**src/rtl/scalar_writeback_arbiter.sv**
```systemverilog
// scalar_writeback_arbiter
// Merges single-cycle ALU results and variable-latency load results onto the
// scalar register file's single write port. ALU writes always win. Loads are
// buffered in a FIFO and drained when the ALU is idle. A younger ALU write
// squashes queued loads to the same register (WAW).
//
// Ports:
//   clk, reset          clock, synchronous active-high reset
//   aluValid/Reg/Data   ALU result (never stalled)
//   memValid/Reg/Data   load result offer
//   memReady            load accepted this cycle (combinational)
//   regWrEn/regToWrite/dataIn  registered register-file write port
//   pendingCount        FIFO occupancy, squashed entries included
module scalar_writeback_arbiter #(
  parameter int unsigned registerSize  = 8,
  parameter int unsigned selectionBits = 2,
  parameter int unsigned fifoDepth     = 4
) (
  input  logic                         clk,
  input  logic                         reset,
  input  logic                         aluValid,
  input  logic [selectionBits-1:0]     aluReg,
  input  logic [registerSize-1:0]      aluData,
  input  logic                         memValid,
  input  logic [selectionBits-1:0]     memReg,
  input  logic [registerSize-1:0]      memData,
  output logic                         memReady,
  output logic                         regWrEn,
  output logic [selectionBits-1:0]     regToWrite,
  output logic [registerSize-1:0]      dataIn,
  output logic [$clog2(fifoDepth):0]   pendingCount
);

  localparam int unsigned PTR_W = $clog2(fifoDepth);
  localparam int unsigned CNT_W = PTR_W + 1;

  typedef struct packed {
    logic                     valid;
    logic [selectionBits-1:0] dst;
    logic [registerSize-1:0]  data;
  } entry_t;

  entry_t             fifo_q [fifoDepth];
  logic [PTR_W-1:0]   rd_ptr_q;
  logic [PTR_W-1:0]   wr_ptr_q;
  logic               push_c;
  logic               pop_c;
  entry_t             head_c;

  // Accept/pop decisions; full FIFO refuses a load even if it pops this cycle
  always_comb begin
    memReady = !reset && (pendingCount < CNT_W'(fifoDepth));
    push_c   = memValid && memReady;
    pop_c    = !aluValid && (pendingCount != '0);
    head_c   = fifo_q[rd_ptr_q];
  end

  // FIFO storage, pointers, occupancy and registered write port
  always_ff @(posedge clk) begin
    if (reset) begin
      for (int i = 0; i < int'(fifoDepth); i++) begin
        fifo_q[PTR_W'(i)] <= '0;
      end
      rd_ptr_q     <= '0;
      wr_ptr_q     <= '0;
      pendingCount <= '0;
      regWrEn      <= 1'b0;
      regToWrite   <= '0;
      dataIn       <= '0;
    end else begin
      // WAW squash of older queued loads; the push below overrides its own slot
      if (aluValid) begin
        for (int i = 0; i < int'(fifoDepth); i++) begin
          if (fifo_q[PTR_W'(i)].dst == aluReg) begin
            fifo_q[PTR_W'(i)].valid <= 1'b0;
          end
        end
      end

      if (push_c) begin
        fifo_q[wr_ptr_q] <= '{valid: 1'b1, dst: memReg, data: memData};
        wr_ptr_q         <= wr_ptr_q + PTR_W'(1);
      end

      if (pop_c) begin
        rd_ptr_q <= rd_ptr_q + PTR_W'(1);
      end

      case ({push_c, pop_c})
        2'b10:   pendingCount <= pendingCount + CNT_W'(1);
        2'b01:   pendingCount <= pendingCount - CNT_W'(1);
        default: pendingCount <= pendingCount;
      endcase

      // Port selection: ALU first, then FIFO head; idle holds reg/data
      if (aluValid) begin
        regWrEn    <= 1'b1;
        regToWrite <= aluReg;
        dataIn     <= aluData;
      end else if (pop_c) begin
        regWrEn    <= head_c.valid;
        regToWrite <= head_c.dst;
        dataIn     <= head_c.data;
      end else begin
        regWrEn    <= 1'b0;
      end
    end
  end

endmodule

```
**config.mk**
```make
export PLATFORM = sky130hd
export DESIGN_NAME = scalar_writeback_arbiter
export DESIGN_NICKNAME = d
export VERILOG_FILES = /design/src/rtl/scalar_writeback_arbiter.sv
export SDC_FILE = /design/constraint.sdc
export NUM_CORES = 1
export LEC_CHECK = 0
export BUFFER_PORTS_ARGS = -buffer_cell sky130_fd_sc_hd__clkbuf_2
export CORE_MARGIN = 5
export CORE_UTILIZATION = 45
export CTS_CLUSTER_SIZE = 25
export DETAILED_ROUTE_END_ITERATION = 8
export GPL_ROUTABILITY_DRIVEN = 0
export HOLD_SLACK_MARGIN = 0.03
export PLACE_DENSITY_LB_ADDON = 0.15
export SYNTH_ARGS = -nofsm -noshare
export SYNTH_HDL_FRONTEND = slang
export SYNTH_SLANG_ARGS = --single-unit
export TNS_END_PERCENT = 5
```
**constraint.sdc**
```tcl
create_clock -name clk -period 7.8 [get_ports clk]
set_clock_uncertainty 0.15 [all_clocks]
set_input_delay 2.34 -clock clk [delete_from_list [all_inputs] [get_ports clk]]
set_output_delay 2.34 -clock clk [all_outputs]
set_load 0.02 [all_outputs]
```
==> results of run 1 <==
## worst max path at each step
stage | startpoint | to | slack, ns | cells past startpoint
detailed placement | reset | memReady | 2.41 | 3
global route | reset | memReady | 2.36 | 3
CTS | reset | memReady | 2.41 | 3
floorplan | reset | memReady | 2.49 | 2
finish | reset | memReady | 2.41 | 3
global placement | reset | memReady | 2.44 | 3
## through the flow
stage / worst slack [ns] / hold slack [ns] / cells / util (%)
2_1_floorplan: 2.492 / 0.3029 / 238 / -
3_3_place_gp: 2.442 / 0.3181 / 335 / 49.46
3_5_place_dp: 2.411 / 0.3207 / 335 / 49.46
4_1_cts: 2.413 / 0.3372 / 351 / 52.67
5_1_grt: 2.357 / 0.3550 / 351 / 52.67
6_report: 2.412 / 0.3388 / 351 / 52.67
## power breakdown
group | total (mW) | switching (mW) | internal (mW)
registers | 0.458 | 0.0452 | 0.413
logic | 0.260 | 0.147 | 0.113
clock network | 0.286 | 0.123 | 0.163
## flip-flops by register name, indices dropped and copies added (netlist names), named ones only
name	cells
regToWrite	2
regWrEn	1
pendingCount	3
wr_ptr_q	2
dataIn	8
rd_ptr_q	2
fifo_q	44
## final cells by class
class | count | area, um^2
clock buffer | 15 | 198.9
clock inverter | 1 | 5.005
fill | 569 | 3005
inverter | 7 | 26.28
multi-input combinational | 148 | 1139
sequential | 64 | 1682
tap | 77 | 96.34
timing repair buffer | 39 | 197.7
## routing by layer
| layer | track usage [%] | share of wire, % | vias to the layer above |
|---|---|---|---|
| met2 | 23.24 | 44 | 48 |
| met3 | 3.583 | 4.1 | 8 |
| met1 | 23.04 | 50 | 912 |
| met4 | 7.457 | 1.8 | 0 |
| li1 | - | - | 960 |
| met5 | 0 | 0 | - |
## cell families after synthesis
family          Yosys count
mux                      21
compound gates           40
fa+ha+maj                 6
xor+xnor                 11
simple gates             70
flops                    64
buf+inv                  26
## Yosys cell counts (2+ instances only)
master	count	area, um^2
a21oi_1	14	70.07
ha_1	5	62.56
xnor2_1	10	87.58
edfxtp_1	40	1201
nand3_1	4	20.02
or3_1	3	18.77
and2_1	4	25.02
o21ai_0	9	45.04
inv_1	7	26.28
nor2b_1	2	12.51
nor2_1	7	26.28
mux2i_1	2	20.02
mux4_2	3	67.56
and3_1	40	250.2
clkbuf_1	13	48.80
dfxtp_1	24	480.5
nand2_1	2	7.510
a31o_2	4	35.03
buf_6	3	33.78
mux2_2	16	180.2
a222oi_1	8	80.08
buf_1	2	7.510
or4_1	2	15.01
a221oi_1	2	17.52
or2_2	4	25.02
==> metrics.csv, run 1 <==
metric;value;unit
report.final.slew_viol_count;0;
endpoint_kind;output port;
r2r_slack;5.27;ns
crit_type;input pin to output port;
worstMarginPinSlew;0.9611;ns
wl_per_cell;17.91;um
fmax;185.6;MHz
drtIter0Drc;120;
setup_viol;0;
fin_crit;5.388;ns
finalInstanceArea;0.003344;mm^2
clk_path_buf_depth;2;
antennaDiodeCount;0;
syn_area_per_cell;12.36;um^2
cts_root_buffer;clkbuf_8;
path_clk_slew;0.07;ns
synth_seq_cells;64;
grt_pass1_wl;10.23;mm
start_kind;input pin;
ir_worst_vdd;0.1527;mV
cp_top_family;buffers and inverters;
hold_end;fifo_q[2][10]$_SDFFE_PP1P_;
grt_max_degree;46;
max_cap_violations;0;
yosysSeqAreaShare;57.17;%
synth_cells;238;
drc_errors;0;
cts_tree;yes;
gr-total-overflow;0;
routed_wl;6.287;mm
rsz0062_at_grt;false;
numClockSinks;64;
post_cts.repair.setup_buffers;0;
crit_required;5.31;ns
dp_hpwl;4.142;mm
rr_endpoint;pendingCount[2]$_SDFFE_PP0P_;
start_util;46.33;%
syn_nets;268;
power_density;300.2;mW/mm^2
critPathMaxStageDelay;0.22;ns
cts_htree_levels;3;
worst_path_max_delay_cell;clkbuf_2;
worstReg2RegStart;pendingCount[2]$_SDFFE_PP0P_;
ant_nets;0;
yosys.area_share.simple;14.21;%
arrival;2.90;ns
setup-tns-final;0;ns
io_buffers;38;
synth_top_family_by_area;simple AND/OR/NAND/NOR gates;
cp_max_fo;17;
dr.pass1.iters;6;
antenna_found_initial;0;
ys_warn_count;0;
synthToLayoutAreaGrowth;13.70;%
hold_start;fifo_q[2][10]$_SDFFE_PP1P_;
ys_async_sr_fraction;0;%
die_h;90.85;um
min_delay_path_depth;1;
numCtsBuffers;9;
synth_edf_count;40;
die_x;90.85;um
fin_nets;299;
synth_xor_area_share;3.275;%
min_period_over_period;69.08;%
grt_usage;16.14;%
post_cts_resized;0;
critPathMostFrequentCell;clkbuf_2;
hold_violations;0;
maxSlewHeadroom;35.84;%
cts_hold_buf;0;
core;0.006350;mm^2
grt_pass1_vias;1915;
synth_compound_area_share;9.315;%
viasPerCell;5.493;
synthAdderAreaFrac;2.807;%
num_rows;29;
cp.buffers_inverters;2;
io_pins;39;
ys_types;33;
muxShareOfSynthArea;9.103;%
clk-insertion-delay-late;0.33;ns
vias;1928;
final_cell_mix;and3_1, edfxtp_1, clkbuf_2;
r2r_cells;7;
status;finished, final reports clean;
leakage;1.455;nW
power;1.004;mW
synthFlopType;edfxtp_1;
crit_chain;clkbuf_2 > nor2_1 > clkbuf_2;
drive_gt1_share;29.56;%
synth_area;0.002942;mm^2
place_area;0.003141;mm^2
worst_hold_path_type;flip-flop to flip-flop;
dieArea;0.008254;mm^2
Power figures use the tool's default switching activity.
==> run 2, diff against run 1 <==
ABC_AREA = 1   (was unset)
clock period = 4.4 ns   (was 7.8 ns; I/O delays follow)
==> run 2 against run 1 <==
Net effect: clock power up 88%; total power up 82%; critical path depth unchanged; sequential power up 76%; first-iteration DRC count down 10%; hold slack worse by 0.022 ns; combinational power up 86%; register-to-register slack worse by 3.0 ns; count of clock-buffer cells in the layout down 1; final area up 2.8%; non-clock buffer count unchanged; global-route usage up 1.7 points; highest routed layer unchanged.
==> metrics.csv, run 2 <==
metric;value;unit
synth_xor_area_share;1.729;%
cp.buffers_inverters;2;
synthAdderAreaFrac;2.717;%
synth_seq_cells;64;
largest_reg_flops;44;
vias;2355;
worst_path_max_delay_cell;clkbuf_2;
synth_compound_area_share;5.723;%
grt_pass1_wl;11.42;mm
start_util;45.49;%
syn_nets;378;
yosysTopAreaCellShare;39.52;%
rsz0062_at_grt;false;
p_int;1.196;mW
fin_nets;412;
ys_types;25;
leakage;1.593;nW
setup_viol;0;
io_buffers;38;
power;1.828;mW
antennaDiodeCount;0;
cts_hold_buf;0;
min_delay_path_depth;2;
viasPerCell;5.043;
cp_top_family;buffers and inverters;
ir_worst_vdd;0.2412;mV
gr-total-overflow;0;
yosys.area.top_type;edfxtp_1;
routed_wl;7.009;mm
path_clk_slew;0.07;ns
dp_hpwl;4.790;mm
dp.cells;451;
finalInstanceArea;0.003438;mm^2
grt_max_degree;24;
syn_area_per_cell;8.733;um^2
io_pins;39;
worstMarginPinSlew;0.8774;ns
final_cell_mix;nand2_1, nor2_1, edfxtp_1;
num_rows;30;
cts_tree;yes;
p_clk_share;29.4;%
hold_violations;0;
critPathMostFrequentCell;clkbuf_2;
report.final.slew_viol_count;0;
drc_errors;0;
max_cap_violations;0;
muxShareOfSynthArea;0;%
crit_type;input pin to output port;
post_cts_resized;0;
cts_root_buffer;clkbuf_8;
post_cts.repair.setup_buffers;0;
p_sw;0.6325;mW
synthFlopType;edfxtp_1;
fmax;307.6;MHz
ys_warn_count;0;
arrival;1.78;ns
yosysSeqAreaShare;55.33;%
maxSlewHeadroom;41.42;%
status;finished, final reports clean;
grt_pass1_vias;2295;
die_h;92.18;um
clk_path_buf_depth;2;
place_area;0.003228;mm^2
numClockSinks;64;
antenna_found_initial;0;
yosys.area_share.simple;25.77;%
critPathMaxStageDelay;0.18;ns
yosysMostFrequentCell;nand2_1;
synth_cells;348;
postLayoutCoreUtil;51.46;%
synthTopCellsByArea;edfxtp_1, dfxtp_1, nand2_1, nand3_1, nor2_1;
stdcell_count;467;
ys_async_sr_fraction;0;%
start_kind;input pin;
worst_hold_path_type;flip-flop to flip-flop;
dr.pass1.iters;5;
crit_required;2.93;ns
power_density;531.7;mW/mm^2
clk-insertion-delay-late;0.34;ns
numCtsBuffers;9;
r2r_cells;11;
cts_htree_levels;3;
swShare;34.60;%
drive_gt1_share;17.83;%
ant_nets;0;
final_common_cell;nand2_1;
min_period_over_period;73.90;%
p_seq_share;44.1;%
largest-register;fifo_q;
die_x;92.18;um
wl_per_cell;15.01;um
top_regs;fifo_q: 44 flops, dataIn: 8 flops, pendingCount: 3 flops;
grt_usage;17.88;%
synthToLayoutAreaGrowth;13.13;%
synth_common_cells;nand2_1, nor2_1, edfxtp_1;
synth_area;0.003039;mm^2
synth_edf_count;40;
path_depth;3;
dieArea;0.008497;mm^2
fin_crit;3.251;ns
endpoint_kind;output port;
drtIter0Drc;108;
crit_chain;clkbuf_2 > nor2_4 > clkbuf_2;
combPwrFrac;26.4;%
synth_top_family_by_area;simple AND/OR/NAND/NOR gates;
setup-tns-final;0;ns
cp_max_fo;7;
core;0.006681;mm^2
-- run 2: metrics by stage --
step	setup slack, ns	hold WS [ns]
detailed placement	1.046	0.3084
global route	1.114	0.3403
CTS	1.137	0.3194
finish	1.149	0.3163
global placement	1.106	0.3104
floorplan	1.447	0.2902
-- run 2: layout make-up --
cell class | instances | area [um^2]
clock buffer | 14 | 172.7
clock inverter | 2 | 37.54
multi-input combinational | 227 | 1092
fill | 643 | 3243
inverter | 41 | 156.4
tap | 80 | 100.1
timing repair buffer | 39 | 197.7
sequential | 64 | 1682
-- run 2: final timing paths --
check                                    start                      endpoint  slack (ns)
setup / recovery                         reset                      memReady        1.15
hold / removal      fifo_q[0][10]$_SDFFE_PP1P_    fifo_q[0][10]$_SDFFE_PP1P_        0.32
setup reg to reg  pendingCount[2]$_SDFFE_PP0P_  pendingCount[2]$_SDFFE_PP0P_        2.30
hold reg to reg     fifo_q[0][10]$_SDFFE_PP1P_    fifo_q[0][10]$_SDFFE_PP1P_        0.32
-- run 2: power groups by stage --
stage | clock network (mW) | registers, mW | logic [mW]
6_report | 0.538 | 0.806 | 0.483
5_1_grt | 0.572 | 0.821 | 0.548
4_1_cts | 0.545 | 0.807 | 0.489
3_5_place_dp | 0 | 0.819 | 0.486
3_3_place_gp | 0 | 0.818 | 0.479
2_1_floorplan | 0 | 0.836 | 0.342
-- run 2: kinds of logic after synthesis --
logic type,count (synthesis)
simple gates,181
flops,64
buf+inv,57
compound gates,34
xor+xnor,6
fa+ha+maj,6
-- run 2: tightest hold or removal path: stages (launching register included) --
cell	delay, ns
dfxtp_1	0.31
nand3_1	0.07
nand2_1	0.04
-- run 2: layer usage --
metal	track usage, %	wire [um]	share of wire [%]	up-vias
met5	0	0	0	-
met3	3.117	332	4.7	19
met2	28.89	3399	48	66
li1	-	-	-	1186
met1	22.30	3017	43	1084
met4	10.77	260	3.7	0
